==> config.mk <==
export PLATFORM = sky130hd
export DESIGN_NAME = crc_calculator
export DESIGN_NICKNAME = d
export VERILOG_FILES = /design/src/rtl/crc_calculator.sv
export SDC_FILE = /design/constraint.sdc
export NUM_CORES = 1
export LEC_CHECK = 0
export ABC_CLOCK_PERIOD_IN_PS = 1320
export CAP_MARGIN = 0
export CELL_PAD_IN_SITES_DETAIL_PLACEMENT = 1
export CELL_PAD_IN_SITES_GLOBAL_PLACEMENT = 2
export CORE_MARGIN = 8
export CORE_UTILIZATION = 12
export DETAILED_ROUTE_END_ITERATION = 8
export PLACE_DENSITY = 0.88
export SETUP_SLACK_MARGIN = 0.5
export SYNTH_ARGS = -nofsm -noshare
export SYNTH_HDL_FRONTEND = slang
export SYNTH_SLANG_ARGS = --single-unit
==> constraint.sdc <==
create_clock -name vclk -period 1.32
set_input_delay 0.132 -clock vclk [all_inputs]
set_output_delay 0.132 -clock vclk [all_outputs]
set_load 0.1 [all_outputs]
==> src/rtl/crc_calculator.sv <==
// Combinational one-word CRC step, MSB-first (normal polynomial form).
module crc_calculator #(
  parameter int                  DATAWIDTH  = 8,
  parameter int                  CRCWIDTH   = 16,
  parameter logic [CRCWIDTH-1:0] POLYNOMIAL = 16'h8005
) (
  input  logic [DATAWIDTH-1:0] i_dat,
  input  logic [CRCWIDTH-1:0]  i_crc,
  output logic [CRCWIDTH-1:0]  o_crc
);

  always_comb begin
    logic fb;
    fb    = 1'b0;
    o_crc = i_crc;
    for (int i = DATAWIDTH - 1; i >= 0; i--) begin
      fb    = o_crc[CRCWIDTH-1] ^ i_dat[i];
      o_crc = {o_crc[CRCWIDTH-2:0], 1'b0} ^ (fb ? POLYNOMIAL : '0);
    end
  end

endmodule

==> results.cfg <==
[status]
outcome = finished, violations left
violations = setup timing

[synth]
syn_nets = 53
yosys_warnings = 0
syn_area_per_cell_um2 = 10.7
ys_types = 7
synth_cells = 29
synth_top_area_cell = xnor2_2
synthTopCellsByArea = xnor2_2 (32%), xnor2_1 (23%), xor2_1 (20%)
syn_area_um2 = 309
ys_seq_area_share_pct = 0
yosys.area.top_type_share_pct = 31.6

[timing]
worst_slack_ns = -0.251
finalSetupViolations = 4
tns_ns = -0.799
min_period_over_period_pct = 119
relSlewSlack_pct = 84.1
hold_viol_final = 0
fin_crit_ns = 1.57
max_freq_mhz = 637
tightestPinTransition_ns = 0.238
rsz0062_at_grt = yes
whs_ns = 0.264
drv_slew = 0

[critical_path]
crit_chain = buf_8 > xnor2_4 > xor2_4 > xnor2_2 > xnor3_4 > buf_12
endpoint_kind = primary output
critPathSlowestCell = xnor3_4
cp-start-kind = primary input
cp.arrival_ns = 1.44
crit_type = primary input to primary output
critPathMaxStageDelay_ns = 0.43
critPathBufInv = 2
path_delay_family = XOR/XNOR gates
required_ns = 1.19
crit_fanout = 2
crit_path_start = i_crc[14]

[job]
drv_cap = 0

[clocking]
cts_hold_buf = 0

[die]
core_um2 = 2450
dieWidth_um = 66.8
dieArea_um2 = 4460
start_util_pct = 12.6
io_pins = 40
core.rowCount = 18
die_height_um = 66.8

[global_routing]
antenna_found_initial = 0
grt_usage_pct = 6.27
grt_pass1_wl_um = 2220
grt_max_degree = 3
grt_overflow = 0
grt_pass1_vias = 488

[final_layout]
seq_cells = 0
fin_area_um2 = 1360
areaGrowthSynthToFinish_pct = 340
drive_above_1_share_pct = 96.2
final_cell_mix = buf_6 (21), xnor2_4 (11), buf_8 (11), buf_12 (11), buf_4 (9)
final_nets = 105
clkbuf_count = 0
regArea_um2 = 0
diodes = 0
layout_commonest_cell = buf_6

[hold_path]
worstHoldPathCells = 0
min-delay-start = i_crc[5]
holdPathEnd = o_crc[13]
hold_path.class = primary input to primary output

[route]
num_vias = 376
drt_pass1_iterations = 2
drtIter0Drc = 1
wl_um = 1330
antenna_left = 0
avgViaCountPerCell = 3.45
routedWlPerCell_um = 12.2
drc = 0

[placement]
preCtsSetupSlack_ns = -0.740
dpl_cell_area_um2 = 1110
port_buffers = 30
dp_hpwl_um = 1180
place_congestion = 0.609

[power_and_ir_drop]
p_total_w = 0.00247
power_density_nw_per_um2 = 1810
p_leak_nw = 0.568
ir_drop_mv = 2.66
## Yosys cell counts (all sizes together)
cell,n
buf,5
inv,1
xnor2,14
xnor3,1
xor2,8
## worst max-delay path by stage
| stage | to | slack (ns) | cells after the start |
|---|---|---|---|
| finish | o_crc[15] | -0.25 | 6 |
| floorplan | o_crc[0] | -0.79 | 4 |
| detailed placement | o_crc[15] | -0.74 | 6 |
| global placement | o_crc[15] | -0.67 | 6 |
| CTS | o_crc[15] | -0.25 | 6 |
| global route | o_crc[15] | -0.30 | 6 |
## area by class of cell
cell class	instances	area, µm²
Tap cell	30	37.5
Fill cell	228	1090
Timing Repair Buffer	55	718
Inverter	1	7.51
Multi-Input combinational cell	23	598
## where the power goes
group	switching [W]	internal, W
combinational	0.00137	0.00109
sequential	0	0
clock	0	0
total	0.00137	0.00109
## logic make-up (layout without fill, tap and decap cells)
| family | count (synthesis) | in the layout | synth area share, % |
|---|---|---|---|
| XOR/XNOR | 23 | 23 | 86.6 |
| buffers and inverters | 6 | 56 | 13.4 |
## routing by layer
metal | wire [µm] | global-route usage [%] | vias to the layer above
li1 | - | - | 177
met1 | 261 | 5.05 | 180
met2 | 919 | 14.5 | 17
met3 | 138 | 1.51 | 2
met4 | 5 | 0.267 | 0
met5 | 0 | 0 | -
## per-stage QoR
stage | cells | util [%]
detailed placement | 98 | 45.1
CTS | 105 | 49.9
global route | 109 | 55.5
floorplan | 29 | -
finish | 109 | 55.5
global placement | 98 | 45.1
## timing repair
| action | CTS | global route |
|---|---|---|
| gates resized for setup | 105 | 24 |
| pin swaps | 19 | 15 |
| setup endpoints to repair | 11 | 11 |
| buffers inserted | 7 | 4 |
No activity file was read; power rests on OpenSTA's default activity.
